===== src/rtl/piso_pkg.sv =====
// Shared constants and types for the parallel-in/serial-out controller.
package piso_pkg;

  localparam int W_DEFAULT     = 4;
  localparam int CNT_W_DEFAULT = $clog2(W_DEFAULT);

  typedef enum logic {
    IDLE  = 1'b0,
    SHIFT = 1'b1
  } state_e;

  // Bit-counter width for a given word width; never narrower than one bit.
  function automatic int cnt_width(input int w);
    return (w < 2) ? 1 : $clog2(w);
  endfunction

endpackage


===== src/rtl/piso_shreg.sv =====
// W-bit shift register with clear, parallel load and MSB-first shift.
module piso_shreg
  import piso_pkg::*;
#(
  parameter int W = W_DEFAULT
) (
  input  logic         CLK,
  input  logic         RSTn,
  input  logic         load,
  input  logic         shift_en,
  input  logic         clr,
  input  logic [W-1:0] d,
  output logic [W-1:0] q
);

  logic [W-1:0] sr_d;
  logic [W-1:0] sr_q;

  always_comb begin
    sr_d = sr_q;
    if (clr) begin
      sr_d = '0;
    end else if (load) begin
      sr_d = d;
    end else if (shift_en) begin
      sr_d = {sr_q[W-2:0], 1'b0};
    end
  end

  always_ff @(posedge CLK or negedge RSTn) begin
    if (!RSTn) begin
      sr_q <= '0;
    end else begin
      sr_q <= sr_d;
    end
  end

  assign q = sr_q;

endmodule


===== src/rtl/piso_ctrl.sv =====
// Serializer control: IDLE/SHIFT FSM, bit counter and output decode around piso_shreg.
module piso_ctrl
  import piso_pkg::*;
#(
  parameter int W = W_DEFAULT
) (
  input  logic         CLK,
  input  logic         RSTn,
  input  logic [W-1:0] din,
  input  logic         din_valid,
  output logic         din_ready,
  input  logic         pause,
  output logic         so,
  output logic         so_valid,
  output logic         sof,
  output logic         eof,
  output logic         busy
);

  localparam int            CW       = cnt_width(W);
  localparam logic [CW-1:0] CNT_LAST = CW'(W - 1);

  state_e        state_q;
  state_e        state_d;
  logic [CW-1:0] cnt_q;
  logic [CW-1:0] cnt_d;
  logic [W-1:0]  sr;
  logic          load;
  logic          shift_en;
  logic          clr;
  logic          active;
  logic          last;
  logic          xfer;

  assign active = (state_q == SHIFT) && !pause;
  assign last   = (cnt_q == CNT_LAST);

  // Ready on the last bit lets the next word load with no bubble; gated by
  // reset so upstream never sees a handshake while the block is held.
  assign din_ready = RSTn && ((state_q == IDLE) || (active && last));
  assign xfer      = din_valid && din_ready;

  always_comb begin
    state_d  = state_q;
    cnt_d    = cnt_q;
    load     = 1'b0;
    shift_en = 1'b0;
    clr      = 1'b0;
    if (xfer) begin
      state_d = SHIFT;
      cnt_d   = '0;
      load    = 1'b1;
    end else if (active) begin
      if (last) begin
        state_d = IDLE;
        cnt_d   = '0;
        clr     = 1'b1;
      end else begin
        cnt_d    = cnt_q + 1'b1;
        shift_en = 1'b1;
      end
    end
  end

  always_ff @(posedge CLK or negedge RSTn) begin
    if (!RSTn) begin
      state_q <= IDLE;
      cnt_q   <= '0;
    end else begin
      state_q <= state_d;
      cnt_q   <= cnt_d;
    end
  end

  piso_shreg #(.W(W)) u_shreg (
    .CLK      (CLK),
    .RSTn     (RSTn),
    .load     (load),
    .shift_en (shift_en),
    .clr      (clr),
    .d        (din),
    .q        (sr)
  );

  assign so       = sr[W-1];
  assign so_valid = active;
  assign sof      = active && (cnt_q == '0);
  assign eof      = active && last;
  assign busy     = (state_q == SHIFT);

endmodule

===== config.mk =====
export PLATFORM = sky130hd
export DESIGN_NAME = piso_ctrl
export DESIGN_NICKNAME = d
export VERILOG_FILES = /design/src/rtl/piso_pkg.sv /design/src/rtl/piso_shreg.sv /design/src/rtl/piso_ctrl.sv
export SDC_FILE = /design/constraint.sdc
export NUM_CORES = 1
export LEC_CHECK = 0
export BUFFER_PORTS_ARGS = -buffer_cell sky130_fd_sc_hd__buf_4
export CAP_MARGIN = 20
export CELL_PAD_IN_SITES_DETAIL_PLACEMENT = 2
export CELL_PAD_IN_SITES_GLOBAL_PLACEMENT = 2
export CORE_MARGIN = 5
export CORE_UTILIZATION = 26
export DETAILED_ROUTE_END_ITERATION = 8
export GPL_ROUTABILITY_DRIVEN = 0
export PLACE_DENSITY_LB_ADDON = 0.1
export REMOVE_ABC_BUFFERS = 1
export SLEW_MARGIN = 20
export SYNTH_ARGS = -nofsm -noshare
export SYNTH_HDL_FRONTEND = slang
export SYNTH_HIERARCHICAL = 1
export SYNTH_SLANG_ARGS = --single-unit
export TNS_END_PERCENT = 20

===== constraint.sdc =====
create_clock -name CLK -period 1.7 [get_ports CLK]
set_input_delay 0.085 -clock CLK [delete_from_list [all_inputs] [get_ports CLK]]
set_output_delay 0.085 -clock CLK [all_outputs]
set_load 0.02 [all_outputs]

# ---- Word-level counts from Yosys, hierarchy flattened
# Cells that the tools add are included.
# W data, S select, Z words.
dict set report op_classes {
  addsub 1
  eq_ne 1
  muxes 16
  n_bitwise 1
  n_reduce_logical 12
}
# cell count
set ops {}
lappend ops {{$mux W4} 3}
lappend ops {{$mux W1} 10}
lappend ops {{$mux W2} 3}
lappend ops {{$logic_and A1 B1 Y1} 5}
lappend ops {{$reduce_bool A2 Y1} 2}
lappend ops {{$reduce_bool A3 Y1} 1}
lappend ops {{$add A2 B1 Y2 const B} 1}
lappend ops {{$eq A2 B2 Y1 const B} 1}
lappend ops {{$logic_not A2 Y1} 1}
lappend ops {{$reduce_and A2 Y1} 1}
lappend ops {{$logic_not A1 Y1} 1}
lappend ops {{$logic_or A1 B1 Y1} 1}
lappend ops {{$not A1 Y1} 1}
dict set report totals {
  regBits 7
  input_bits 8
  out_inout_bits 6
  word_cells 34
}

# ---- Logic depth before layout (Yosys ltp)
dict set report depth {
  depth_word 10
  ltp_mapped 5
  mapped_depth_nobuf 5
}

# ---- By module
# The synthesis kept the hierarchy.
# module instances cells_per_inst area_each_um2 seq_area_each_um2
set modules_own_cells {}
lappend modules_own_cells {piso_ctrl 1 26 220.2 75.1}
lappend modules_own_cells {piso_shreg 1 17 192.7 100.1}

# ---- Worst setup path after synthesis
# No wires, ideal clock.
dict set report synth_timing {
  path_type {register to register}
  start {register cnt_q[0]}
  end {register u_shreg.sr_q[0], in the netlist u_shreg/q[0]}
  setup_ps 78
  t_arrival_ps 1319
  t_required_ps 1622
  slack_ps 304
  stages_incl_launch_ff 6
  path_buffers 0
  synth_period_minus_slack_ps 1396
  path_cell_list {dfrtp_1 -> ha_1 -> nand2b_1 -> a21oi_2 -> or3b_1 -> a21oi_1}
}
dict set report synth_between {
  elab_chain_len 8
  word_cells_on_any_way 15
  classes_between {eq/ne: 1; mux: 9; reduce/logical: 5}
}
# element line_no
set synth_lines {}
lappend synth_lines {{start: declaration} piso_ctrl.sv:25} ;# logic [CW-1:0] cnt_q;
lappend synth_lines {{start signal: assignment} piso_ctrl.sv:71} ;# cnt_q <= cnt_d;
lappend synth_lines {{$eq A2 B2 Y1 *} piso_ctrl.sv:36} ;# assign last = (cnt_q == CNT_LAST);
lappend synth_lines {{$logic_and A1 B1 Y1 *} piso_ctrl.sv:40} ;# assign din_ready = RSTn && ((state_q == IDLE) || (active && last));
lappend synth_lines {{$logic_or A1 B1 Y1 *} piso_ctrl.sv:40}
lappend synth_lines {{$logic_and A1 B1 Y1 *} piso_ctrl.sv:40}
lappend synth_lines {{$logic_and A1 B1 Y1 *} piso_ctrl.sv:41} ;# assign xfer = din_valid && din_ready;
lappend synth_lines {{$mux W1 *} piso_ctrl.sv:49} ;# if (xfer) begin
lappend synth_lines {{via load} piso_ctrl.sv:28} ;# logic load;
lappend synth_lines {{$mux W4} piso_shreg.sv:23} ;# end else if (load) begin
lappend synth_lines {{$mux W4} piso_shreg.sv:21} ;# if (clr) begin
lappend synth_lines {{end signal: assignment} piso_shreg.sv:34} ;# sr_q <= sr_d;
lappend synth_lines {{end: declaration} piso_shreg.sv:17} ;# logic [W-1:0] sr_q;
# Mark *: on every way through the listed nets, which the timed path passes. The rest lies on a longest branch.
# A chain may end at the register's enable or synchronous reset.

# ---- Worst setup path after layout
dict set report layout_timing {
  start {register cnt_q[0]}
  end {register u_shreg.sr_q[1], in the netlist u_shreg/q[1]}
}
# The elaborated chain is that of the path after synthesis.

==> results.py <==
metrics = {
    "outcome": {
        "status": "finished, final reports clean",
    },
    "clock_tree": {
        "htree_levels": 1,
        "clk_latency_ns": 0.25,
        "post_cts_buffers": 0,
        "cts_made_buffers": 3,
        "cts_tree": "built",
        "clkSinkCount": 7,
        "path_clk_slew_ns": 0.06,
        "clockBufferDepth": 2,
        "cts_resized": 0,
        "hold_buffers": 1,
        "cts_root_buf": "clkbuf_4",
    },
    "finish": {
        "areaGrowthSynthToFinish_pct": 37.3,
        "fin_nets": 72,
        "drive_gt1_frac": 0.361,
        "mostFrequentLayoutCell": "buf_4",
        "fin_cells": 77,
        "diodes": 0,
        "mostFrequentLayoutCells": "13 x buf_4, 7 x nand2_1, 7 x dfrtp_1",
    },
    "synthesis": {
        "yosysSeqAreaShare": 0.424,
        "synth_seq_cells": 7,
        "synth_cells": 43,
        "synth_area_um2": 413,
        "avgSynthCellArea_um2": 9.60,
        "yosys_warnings": 6,
        "synth_cell_types": 18,
    },
    "global_routing": {
        "antenna_found_initial": 0,
        "gr-total-overflow": 0,
        "grt_use_total": 0.0981,
        "grt_max_degree": 10,
        "grt_pass1_wl_um": 1840,
        "grt_pass1_vias": 421,
    },
    "setup_path": {
        "slowest_stage": "nor3_1",
        "slowest_delay_ns": 0.43,
        "path_buf_inv": 0,
        "cp_top_family": "simple AND/OR/NAND/NOR gates",
        "timing_worst_setup_path_type": "register to register",
        "crit_required_ns": 1.80,
        "worstPathArrival_ns": 1.65,
        "critPathMaxFanout": 9,
        "worstSetupStartpointType": "register",
        "path_cells": "ha_1 > nand2b_1 > a21oi_2 > nor3_1 > a211oi_1",
        "crit_path_end_kind": "register",
    },
    "placement": {
        "port_buffers": 13,
        "place_hpwl_um": 874,
        "place_inst": 72,
    },
    "timing": {
        "fin_skew_ns": 0.00692,
        "worst_pin_slew_ns": 0.506,
        "hold_viol_final": 0,
        "rsz0062_at_grt": "no",
        "finalSetupTns_ns": 0,
        "max_slew_margin": 0.660,
        "drv_slew": 0,
        "period_needed_ns": 1.55,
        "max_freq_mhz": 644,
        "finalCritPeriodShare": 0.913,
        "finalSetupViolCount": 0,
    },
    "detailed_routing": {
        "vias_per_cell": 4.66,
        "avgRoutedWirePerCell_um": 13.4,
        "routed_wl_um": 1030,
        "via_count": 359,
        "drt-initial-drc-count": 0,
        "dr.pass1.iters": 1,
        "post-route-drc-count": 0,
        "final_antenna_net_count": 0,
    },
    "floorplan": {
        "num_rows": 14,
        "start_util": 0.274,
        "coreArea_um2": 1510,
        "dieWidth_um": 49.9,
        "io_pins": 14,
        "dieHeight_um": 49.9,
        "die-area_um2": 2490,
    },
    "power_and_ir_drop": {
        "p_per_area_nw_per_um2": 1470,
        "total_power_uw": 832,
        "p_leak_uw": 0.000274,
        "ir_drop_mv": 0.492,
    },
    "hold_path": {
        "worstHoldPathType": "input port to register",
    },
    "flow_run": {
        "maxCapViolCount": 0,
    },
}
-- report_power, final --
part	leakage (uW)	switching [uW]	total (uW)	internal, uW
registers	0.0000874	52.0	282	230
logic	0.000171	221	400	179
clock network	0.0000150	60.1	150	89.5
-- flip-flops by register name, summed over array words and instances, names as in the netlist --
| name | cells |
|---|---|
| u_shreg/q | 4 |
| cnt_q | 2 |
| busy | 1 |
-- per-layer routing --
metal	global-route usage	routed length [um]	vias up
li1	-	-	177
met2	0.172	548	8
met5	0	0	-
met3	0.0271	49	2
met1	0.104	425	172
met4	0.0524	5	0
-- final timing paths --
| check | from | slack (ns) | to | cells after the start |
|---|---|---|---|---|
| setup / recovery | cnt_q[0] | 0.15 | u_shreg/q[1] | 5 |
| hold / removal | din_valid | 0.09 | busy | 3 |
| setup reg to reg | cnt_q[0] | 0.15 | u_shreg/q[1] | 5 |
| hold reg to reg | cnt_q[1] | 0.56 | cnt_q[1] | 2 |
| max in group asynchronous | RSTn | 1.36 | cnt_q[1] | 2 |
| min in group asynchronous | RSTn | 0.20 | u_shreg/q[2] | 2 |
-- stage by stage --
step	hold slack (ns)	setup WS [ns]	cell area [um^2]	utilization
2_1_floorplan	-0.211	0.304	413	-
3_3_place_gp	-0.0899	0.218	531	0.352
3_5_place_dp	-0.0884	0.131	531	0.352
4_1_cts	0.0842	0.137	567	0.376
5_1_grt	0.0875	0.0381	567	0.376
6_report	0.0851	0.148	567	0.376
-- worst min-delay path: cells and delay by family --
kind / cells / cell delay, ns
AND/OR/NAND/NOR: 2 / 0.14
buffers and inverters: 1 / 0.08
-- final cells by class --
type | instances | area (um^2)
repair buffers | 14 | 108
inverters | 5 | 23.8
flip-flops and latches | 7 | 175
clock buffers | 4 | 26.3
well taps | 16 | 20.0
fillers | 175 | 940
multi-input cells | 31 | 214
-- logic make-up (layout without fill, tap and decap cells) --
logic type | after synthesis | count (layout) | synth area share
simple gates | 19 | 19 | 0.264
compound gates | 7 | 7 | 0.121
flops | 7 | 7 | 0.424
buf+inv | 5 | 23 | 0.0576
mux | 3 | 3 | 0.0727
fa+ha+maj | 2 | 2 | 0.0606
-- cell usage after synthesis (all sizes together) --
cell	count	share of area
a211oi	3	0.055
a21oi	4	0.067
and2	2	0.030
clkinv	1	0.021
dfrtp	7	0.42
ha	2	0.061
inv	4	0.036
mux2i	3	0.073
nand2	7	0.064
nand2b	2	0.048
nand3	1	0.024
nor2	2	0.018
nor2b	3	0.045
nor3	1	0.012
or3b	1	0.021
Power figures use the tool's default switching activity.
